File: src/rtl/stack_ctrl_pkg.sv
// rtl/stack_ctrl_pkg.sv - shared opcode, error and state types for the stack command sequencer
package stack_ctrl_pkg;

    // Command opcodes carried on cmd_op.
    typedef enum logic [2:0] {
        OP_NOP     = 3'd0,
        OP_PUSH    = 3'd1,
        OP_POP     = 3'd2,
        OP_REPLACE = 3'd3,
        OP_DUP     = 3'd4,
        OP_SWAP    = 3'd5,
        OP_DROPN   = 3'd6,
        OP_RSVD    = 3'd7
    } op_t;

    // Rejection reasons reported on err_code alongside the err pulse.
    typedef enum logic [1:0] {
        ERR_NONE      = 2'd0,
        ERR_OVERFLOW  = 2'd1,
        ERR_UNDERFLOW = 2'd2,
        ERR_ILLEGAL   = 2'd3
    } err_t;

    // Sequencer states; only ST_IDLE accepts commands.
    typedef enum logic [2:0] {
        ST_IDLE  = 3'd0,
        ST_EXEC1 = 3'd1,
        ST_SWAP1 = 3'd2,
        ST_SWAP2 = 3'd3,
        ST_SWAP3 = 3'd4,
        ST_DROP  = 3'd5
    } state_t;

endpackage

File: src/rtl/stack_sequencer.sv
// rtl/stack_sequencer.sv - expands stack commands into per-cycle push/pop/insert strobes
//
// Ports:
//   clk, reset_n            clock (rising edge), asynchronous active-low reset
//   cmd_valid/cmd_ready     command handshake; ready only while idle
//   cmd_op/cmd_data/cmd_count  opcode, immediate for PUSH/REPLACE, count for DROPN
//   done, err, err_code     one-cycle completion / rejection pulses
//   depth                   current stack occupancy, 0..DEPTH
//   stk_push/stk_pop/stk_insert  strobes and data to the stack
//   stk_tops                stack top (low WIDTH bits) and second element (high WIDTH bits)
module stack_sequencer
    import stack_ctrl_pkg::*;
#(
    parameter int WIDTH = 32,
    parameter int DEPTH = 16,
    parameter int CNT_W = 5
) (
    input  logic               clk,
    input  logic               reset_n,
    input  logic               cmd_valid,
    output logic               cmd_ready,
    input  logic [2:0]         cmd_op,
    input  logic [WIDTH-1:0]   cmd_data,
    input  logic [CNT_W-1:0]   cmd_count,
    output logic               done,
    output logic               err,
    output logic [1:0]         err_code,
    output logic [CNT_W-1:0]   depth,
    output logic               stk_push,
    output logic               stk_pop,
    output logic [WIDTH-1:0]   stk_insert,
    input  logic [2*WIDTH-1:0] stk_tops
);

    localparam logic [CNT_W-1:0] DEPTH_C = CNT_W'(DEPTH);
    localparam logic [CNT_W-1:0] ONE_C   = CNT_W'(1);
    localparam logic [CNT_W-1:0] TWO_C   = CNT_W'(2);

    state_t            state_q, state_d;
    logic [CNT_W-1:0]  depth_q, depth_d;
    logic              ready_q;
    logic              push_q, push_d;
    logic              pop_q, pop_d;
    logic [WIDTH-1:0]  insert_q, insert_d;
    logic              done_q, done_d;
    logic              err_q, err_d;
    err_t              code_q, code_d;
    logic [WIDTH-1:0]  a_q, a_d;
    logic [WIDTH-1:0]  b_q, b_d;
    logic [CNT_W-1:0]  cnt_q, cnt_d;

    op_t               op;
    err_t              rej;

    assign op = op_t'(cmd_op);

    // Rejection is judged against the occupancy visible at acceptance; the
    // previous command's last strobe has already been folded into depth_q.
    always_comb begin
        rej = ERR_NONE;
        if ((op == OP_PUSH || op == OP_DUP) && depth_q == DEPTH_C) begin
            rej = ERR_OVERFLOW;
        end else if (((op == OP_POP || op == OP_REPLACE || op == OP_DUP) && depth_q == '0) ||
                     (op == OP_SWAP && depth_q < TWO_C) ||
                     (op == OP_DROPN && cmd_count > depth_q)) begin
            rej = ERR_UNDERFLOW;
        end else if (op == OP_RSVD) begin
            rej = ERR_ILLEGAL;
        end
    end

    // Occupancy follows the strobes actually presented to the stack, so it
    // changes at the end of each strobe cycle. Replace (push+pop) is net zero.
    always_comb begin
        depth_d = depth_q;
        case ({push_q, pop_q})
            2'b10:   depth_d = depth_q + ONE_C;
            2'b01:   depth_d = depth_q - ONE_C;
            default: depth_d = depth_q;
        endcase
    end

    // State register; outputs are registered alongside it.
    always_ff @(posedge clk or negedge reset_n) begin
        if (!reset_n) begin
            state_q  <= ST_IDLE;
            depth_q  <= '0;
            ready_q  <= 1'b1;
            push_q   <= 1'b0;
            pop_q    <= 1'b0;
            insert_q <= '0;
            done_q   <= 1'b0;
            err_q    <= 1'b0;
            code_q   <= ERR_NONE;
            a_q      <= '0;
            b_q      <= '0;
            cnt_q    <= '0;
        end else begin
            state_q  <= state_d;
            depth_q  <= depth_d;
            ready_q  <= (state_d == ST_IDLE);
            push_q   <= push_d;
            pop_q    <= pop_d;
            insert_q <= insert_d;
            done_q   <= done_d;
            err_q    <= err_d;
            code_q   <= code_d;
            a_q      <= a_d;
            b_q      <= b_d;
            cnt_q    <= cnt_d;
        end
    end

    // Next-state logic.
    always_comb begin
        state_d = state_q;
        case (state_q)
            ST_IDLE: begin
                if (cmd_valid) begin
                    if (rej != ERR_NONE) begin
                        state_d = ST_EXEC1;
                    end else begin
                        case (op)
                            OP_SWAP:  state_d = ST_SWAP1;
                            OP_DROPN: state_d = ST_DROP;
                            default:  state_d = ST_EXEC1;
                        endcase
                    end
                end
            end
            ST_EXEC1: state_d = ST_IDLE;
            ST_SWAP1: state_d = ST_SWAP2;
            ST_SWAP2: state_d = ST_SWAP3;
            ST_SWAP3: state_d = ST_IDLE;
            // cnt_q counts the pops still to be presented, including the one
            // on the outputs now; leave when that is the last (or there were none).
            ST_DROP:  if (cnt_q <= ONE_C) state_d = ST_IDLE;
            default:  state_d = ST_IDLE;
        endcase
    end

    // Output logic: computes what the registered outputs show next cycle.
    always_comb begin
        push_d   = 1'b0;
        pop_d    = 1'b0;
        insert_d = insert_q;
        done_d   = 1'b0;
        err_d    = 1'b0;
        code_d   = ERR_NONE;
        a_d      = a_q;
        b_d      = b_q;
        cnt_d    = cnt_q;
        case (state_q)
            ST_IDLE: begin
                if (cmd_valid) begin
                    if (rej != ERR_NONE) begin
                        err_d  = 1'b1;
                        code_d = rej;
                    end else begin
                        case (op)
                            OP_NOP: begin
                                done_d = 1'b1;
                            end
                            OP_PUSH: begin
                                push_d   = 1'b1;
                                insert_d = cmd_data;
                                done_d   = 1'b1;
                            end
                            OP_POP: begin
                                pop_d  = 1'b1;
                                done_d = 1'b1;
                            end
                            OP_REPLACE: begin
                                push_d   = 1'b1;
                                pop_d    = 1'b1;
                                insert_d = cmd_data;
                                done_d   = 1'b1;
                            end
                            OP_DUP: begin
                                push_d   = 1'b1;
                                insert_d = stk_tops[WIDTH-1:0];
                                done_d   = 1'b1;
                            end
                            OP_SWAP: begin
                                // Both elements are captured now because the
                                // stack contents change under us from T+1 on.
                                a_d   = stk_tops[WIDTH-1:0];
                                b_d   = stk_tops[2*WIDTH-1:WIDTH];
                                pop_d = 1'b1;
                            end
                            OP_DROPN: begin
                                cnt_d = cmd_count;
                                if (cmd_count == '0) begin
                                    done_d = 1'b1;
                                end else begin
                                    pop_d  = 1'b1;
                                    done_d = (cmd_count == ONE_C);
                                end
                            end
                            default: begin
                            end
                        endcase
                    end
                end
            end
            ST_SWAP1: begin
                // Replace the exposed second element with the old top.
                push_d   = 1'b1;
                pop_d    = 1'b1;
                insert_d = a_q;
            end
            ST_SWAP2: begin
                push_d   = 1'b1;
                insert_d = b_q;
                done_d   = 1'b1;
            end
            ST_DROP: begin
                if (cnt_q > ONE_C) begin
                    pop_d  = 1'b1;
                    cnt_d  = cnt_q - ONE_C;
                    done_d = (cnt_q == TWO_C);
                end
            end
            default: begin
            end
        endcase
    end

    assign cmd_ready  = ready_q;
    assign done       = done_q;
    assign err        = err_q;
    assign err_code   = code_q;
    assign depth      = depth_q;
    assign stk_push   = push_q;
    assign stk_pop    = pop_q;
    assign stk_insert = insert_q;

endmodule

File: config.mk
export PLATFORM = sky130hd
export DESIGN_NAME = stack_sequencer
export DESIGN_NICKNAME = d
export VERILOG_FILES = /design/src/rtl/stack_ctrl_pkg.sv /design/src/rtl/stack_sequencer.sv
export SDC_FILE = /design/constraint.sdc
export NUM_CORES = 1
export LEC_CHECK = 0
export BUFFER_PORTS_ARGS = -buffer_cell sky130_fd_sc_hd__buf_2
export CORE_ASPECT_RATIO = 0.8
export CORE_MARGIN = 3
export CORE_UTILIZATION = 48
export CTS_BUF_LIST = sky130_fd_sc_hd__clkbuf_8 sky130_fd_sc_hd__clkbuf_16
export CTS_CLUSTER_SIZE = 20
export DETAILED_ROUTE_END_ITERATION = 10
export GPL_TIMING_DRIVEN = 0
export PLACE_DENSITY = 0.76
export SLEW_MARGIN = 15
export SYNTH_ARGS = -nofsm -noshare
export SYNTH_HDL_FRONTEND = slang
export SYNTH_SLANG_ARGS = --single-unit
File: constraint.sdc
create_clock -name clk -period 2.1 [get_ports clk]
set_input_delay 0.21 -clock clk [delete_from_list [all_inputs] [get_ports clk]]
set_output_delay 0.21 -clock clk [all_outputs]
set_load 0.03 [all_outputs]
==> Word-level counts from Yosys, hierarchy flattened <==
Cells that the tools add are included.
{ "totals": {"register_bits": 116, "input_bits": 107, "out_inout_bits": 44, "wordCells": 106} }
{ "classes": {"addsub": 3, "n_lt_le_gt_ge": 4, "eq_ne": 20, "muxes": 40, "n_bitwise": 1, "n_reduce_logical": 26} }
{ "ops": {"columns": ["op", "n"], "rows": [
  ["case mux 32 bit (3 select lines)", 1],
  ["2-to-1 mux 32 bit", 2],
  ["case mux 32 bit (2 select lines)", 1],
  ["2-to-1 mux 5 bit", 4],
  ["case mux 5 bit (2 select lines)", 2],
  ["equality test 3 bit, second input constant", 5],
  ["2-to-1 mux 1 bit", 14],
  ["equality test 3 x 2 -> 1 bit, second input constant", 4],
  ["2-to-1 mux 2 bit", 6],
  ["case mux 3 bit (4 select lines)", 1],
  ["logical NOT 5 bit", 2],
  ["subtractor 5 x 1 -> 5 bit, second input constant", 2],
  ["logical NOT 3 bit", 3],
  ["2-to-1 mux 3 bit", 3],
  ["!= test 2 bit, second input constant", 4],
  ["AND reduction 4 bit", 2],
  ["case mux 1 bit (2 select lines)", 3],
  ["case mux 1 bit (3 select lines)", 2],
  ["case mux 3 bit (2 select lines)", 1],
  ["nonzero test 2 bit", 3],
  ["OR reduction 3 bit", 2],
  ["adder 5 x 1 -> 5 bit, second input constant", 1],
  ["equality test 5 x 1 -> 1 bit, second input constant", 1],
  ["equality test 5 x 2 -> 1 bit, second input constant", 1],
  ["16 further kinds", 24]
]} }

==> Logic depth before layout (Yosys ltp) <==
{ "logic_depth": {"ltp_word": 13, "depth_mapped": 9, "depth_no_buf": 9} }

==> Worst setup path before layout <==
Ideal clock, no wire load.
{ "synth_timing": {"path_type": "register to register", "startpoint": "register depth_q[3], in the netlist depth[3]", "endpoint": "register pop_q, in the netlist stk_pop", "setup_time_ns": 0.126, "t_arrival_ns": 2.162, "required_time_ns": 1.974, "path_slack_ns": -0.188, "stages_incl_launch_ff": 8, "n_path_buf": 0, "synth_period_minus_slack_ns": 2.288, "path_cell_list": "dfrtp_1 -> inv_1 -> ha_1 -> and3_1 -> and3_1 -> a2111oi_0 -> nor3_1 -> a221o_1"} }
{ "synth_via": {"elab_chain_cells": 10, "elab_cells_between_ends": 16, "classes_between": "order compare (2); eq/ne (1); mux (5); reduce/logical (8)"} }
{ "synth_lines": {"columns": ["item", "line", "rtl"], "rows": [
  ["from (decl)", "stack_sequencer.sv:40", "logic [CNT_W-1:0] depth_q, depth_d;"],
  ["from (signal assigned)", "stack_sequencer.sv:100", "depth_q <= depth_d;"],
  ["< comparator 5 x 2 -> 1 bit / logical NOT 5 bit (equally long branches)", "stack_sequencer.sv:64, stack_sequencer.sv:63", null],
  ["logical AND 1 bit (on tied branches)", "stack_sequencer.sv:64, stack_sequencer.sv:63", null],
  ["logical OR 1 bit", "stack_sequencer.sv:63", "end else if (((op == OP_POP || op == OP_REPLACE || op == OP_DUP) && depth_q == '0) ||"],
  ["logical OR 1 bit", "stack_sequencer.sv:64", "(op == OP_SWAP && depth_q < TWO_C) ||"],
  ["2-to-1 mux 2 bit", "stack_sequencer.sv:63", null],
  ["2-to-1 mux 2 bit (*)", "stack_sequencer.sv:61", "if ((op == OP_PUSH || op == OP_DUP) && depth_q == DEPTH_C) begin"],
  ["nonzero test 2 bit (*)", "stack_sequencer.sv:156", "if (rej != ERR_NONE) begin"],
  ["2-to-1 mux 1 bit (*)", "stack_sequencer.sv:156", null],
  ["2-to-1 mux 1 bit (*)", "stack_sequencer.sv:155", "if (cmd_valid) begin"],
  ["case mux 1 bit (3 select lines) (*)", "stack_sequencer.sv:153", "case (state_q)"],
  ["net pop_d", "stack_sequencer.sv:43", "logic pop_q, pop_d;"],
  ["to (signal assigned)", "stack_sequencer.sv:103", "pop_q <= pop_d;"],
  ["to (decl)", "stack_sequencer.sv:43", null]
]} }
The timed path passes the listed nets; every way through them passes the cells marked *.
A chain may end at the register's enable or synchronous reset.

==> Final worst setup path <==
{ "layout_timing": {"startpoint": "register state_q[1]", "endpoint": "register insert_q[23], in the netlist stk_insert[23]"} }
{ "layout_via": {"elab_chain_cells": 3, "elab_cells_between_ends": 9, "classes_between": "eq/ne (5); mux (1); reduce/logical (3)"} }
{ "layout_lines": {"columns": ["item", "line", "rtl"], "rows": [
  ["from (decl)", "stack_sequencer.sv:39", "state_t state_q, state_d;"],
  ["from (signal assigned)", "stack_sequencer.sv:99", "state_q <= state_d;"],
  ["equality test 3 x 2 -> 1 bit / logical NOT 3 bit (equally long branches)", "stack_sequencer.sv:153", null],
  ["nonzero test 3 bit (no source line) (tied with other cells)", null, null],
  ["AND reduction 4 bit (no source line)", null, null],
  ["to (signal assigned)", "stack_sequencer.sv:104", "insert_q <= insert_d;"],
  ["to (decl)", "stack_sequencer.sv:44", "logic [WIDTH-1:0] insert_q, insert_d;"]
]} }
Several ways; a longest one is shown, not always the timed one.

==> key figures <==
Run status
  • Run status: finished clean

Synth
  • Yosys Warn Count: 0
  • Number of distinct library cells after synthesis: 51
  • Synth area leaders: dfrtp_1 (50%), mux2_2 (19%), a221o_1 (5.7%)
  • #FFs+latches synth: 116
  • Post-Syn Area per Cell: 12.4 sq um
  • Top cell type's share of synthesized area: 0.497
  • Register area share after synthesis: 0.501
  • Mapped Area: 5790 sq um
  • Synth Area in Compound Gates: 0.112
  • EDFF count, synth: 0
  • Largest family of logic cells by synthesized area: multiplexers
  • Post-synthesis xor/xnor area fraction: 0.00756
  • Post-synth ARST share: 1.00
  • Synthesized net count: 589
  • Top_reg_cell synth: dfrtp_1
  • Syn Inst Count: 469
  • Post-synthesis simple-gate area fraction: 0.0700
  • Adder-Cell Fraction of Synth Area: 0.0294
  • Post-synthesis mux area share: 0.244
  • Synth area leader: dfrtp_1

Clock tree
  • Clock latency on the worst-skew pair: 410 ps
  • CTS tree: yes
  • Clock Tree Buf Depth: 2
  • CTS Buf Count: 17
  • Clock Pin Slew Worst Setup and Hold Paths: 60 ps
  • H-tree depth: 4
  • Clk Tree Root Cell: clkbuf_16
  • Total clock sinks: 116

Timing
  • # setup viols final: 0
  • Hold WS: 29.6 ps
  • Fin. max-slew vios: 0
  • Minimum clock period: 2060 ps
  • RSZ-0062 raised after global routing: true
  • Final worst slack: 40.1 ps
  • Tcrit/Tclk final: 0.981
  • Clk_skew: 9.15 ps
  • FMAX: 0.485 GHz
  • Final hold viol count: 0
  • Tightest Pin Transition: 824 ps
  • Relative slew slack: 0.451

Critical path
  • Crit-path max FO: 8
  • CP endpoint kind: register
  • Startpoint types: register
  • Reg2Reg Depth: 5
  • CP arrival: 2350 ps
  • Setup CP Type: reg -> reg
  • Critical Path RT: 2390 ps

Place
  • I/O Buffers: 147
  • Placed Instances: 765
  • Hpwl dp: 10500 um
  • Routability congestion estimate: 0.886
  • DP Area: 6790 sq um
  • Pre-CTS setup slack: -635 ps

Global routing
  • First-pass GRT wire length: 24700 um
  • Vias in the first global route: 4823
  • All-Layer GR Usage: 0.234
  • Grt ovf: 0
  • Pin count of the biggest net entering global routing: 60
  • Initial antenna violation count: 0

Detailed routing
  • Vias post-DR: 4561
  • Drt drc: 0
  • Via density: 5.62
  • Routed wl met2: 7150 um
  • Met1 wire length: 6950 um
  • Met3 Wirelength: 922 um
  • Wire per inst: 18.8 um
  • Initial drt markers: 286
  • Routed Wire Length: 15300 um
  • Post-DRT Antenna Nets: 0
  • DR pass1 iterations: 5
  • Top Metal Used: met4

Floorplanning
  • Die Y-Extent: 104 um
  • Total Die Area: 13400 sq um
  • # IOs: 151
  • FP Rows: 35
  • Starting Density: 0.497
  • Die X: 129 um
  • Core Area: 11600 sq um

Final layout
  • Share of layout cells above drive strength 1: 0.505
  • Fin cells: 812
  • Design area: 7630 sq um
  • Area grow syn2layout: 31.6%
  • Layout Nets: 771
  • Ant diodes: 0
  • Fillers: 906

Worst hold path
  • Hold depth: 2
  • Hold Crit Class: in -> reg

Pwr
  • Final Power: 11500 uW
  • Worst VDD drop: 0.883 mV
  • Leakage: 0.00364 uW
  • PwrDens: 1500 nW/um^2

Job
  • Max cap viols: 0
## per-layer routing
layer,up-vias,GRT usage
li1,2097,-
met1,2255,0.323
met2,180,0.366
met3,29,0.0560
met4,0,0.0697
met5,-,0
## synthesized netlist by cell type, drive strengths merged, types with 3 or more instances
library cell and count:
clkbuf 10, nand3 3, o2bb2ai 3, o21ai 9
a21oi 14, inv 15, a221o 33, nor2 44
nor3 6, nand2 6, mux2 97, dfrtp 115
and2 3, xnor2 3, buf 20, and3 4
mux2i 32, a21o 6, ha 12, nor2b 6
## final timing paths
path / from / slack [ps] / end
setup / recovery: state_q[1] / 40 / stk_insert[23]
hold / removal: stk_tops[49] / 30 / b_q[17]
setup reg to reg: state_q[1] / 40 / stk_insert[23]
hold reg to reg: b_q[15] / 500 / b_q[15]
max in group asynchronous: reset_n / 1090 / state_q[1]
min in group asynchronous: reset_n / 330 / depth[1]
## cell families (layout without fill, tap and decap cells)
| family | after synthesis | after routing |
|---|---|---|
| xor gates and xnor gates | 5 | 5 |
| and+or+nand+nor | 82 | 82 |
| muxes | 129 | 129 |
| buffers and inverters | 45 | 240 |
| adders and majority gates | 13 | 13 |
| DFF | 116 | 116 |
| AOI/OAI and AO/OA | 79 | 79 |
## power by group
part	switching, uW	internal [uW]
Sequential	638	3300
Clock	1060	1800
Combinational	2510	2160
Total	4200	7260
## final cells by class
class / instances / area, sq um / area share
Buffer: 27 / 183 / 0.0240
Clock buffer: 19 / 453 / 0.0594
Clock inverter: 13 / 134 / 0.0176
Inverter: 15 / 56.3 / 0.00738
Multi-Input combinational cell: 308 / 2770 / 0.363
Sequential cell: 116 / 2910 / 0.382
Tap cell: 148 / 185 / 0.0243
Timing Repair Buffer: 166 / 936 / 0.123
## worst max-delay path, stage by stage, from the launching register on
cell and delay [ps]:
dfrtp_2 400, or4b_4 590, a221oi_4 290, nor2_4 160, buf_6 170, a221o_1 320
## cell usage in the layout, fill, tap and decap left out, drive strengths merged, types with 5 or more instances in the layout
master    instances
buf             182
dfrtp           115
mux2             97
nor2             44
a221o            33
mux2i            32
clkbuf           29
inv              17
a21oi            14
ha               12
o21ai             9
nor2b             6
nand2             6
a21o              6
nor3              6
clkinvlp          5
## what timing repair did
item | in CTS | in global routing
endpoints found under the hold margin | 57 | 0
pin swaps | 6 | 30
cloned | 1 | 2
resized for setup | 18 | 18
endpoints found under the setup margin | 91 | 104
hold buffers | 1 | 0
buffers inserted | 12 | 2
## through the flow
step | utilization | setup TNS (ps)
floorplan | - | 0
global placement | 0.580 | -88640
detailed placement | 0.583 | -25800
finish | 0.655 | 0
CTS | 0.648 | -369
global route | 0.655 | -243
## flip-flops by register name, indices dropped and copies added (netlist names), 2 cells and up
| register | flops |
|---|---|
| stk_insert | 32 |
| err_code | 2 |
| cnt_q | 5 |
| b_q | 32 |
| state_q | 3 |
| depth | 5 |
| a_q | 32 |
Power figures use the tool's default switching activity.
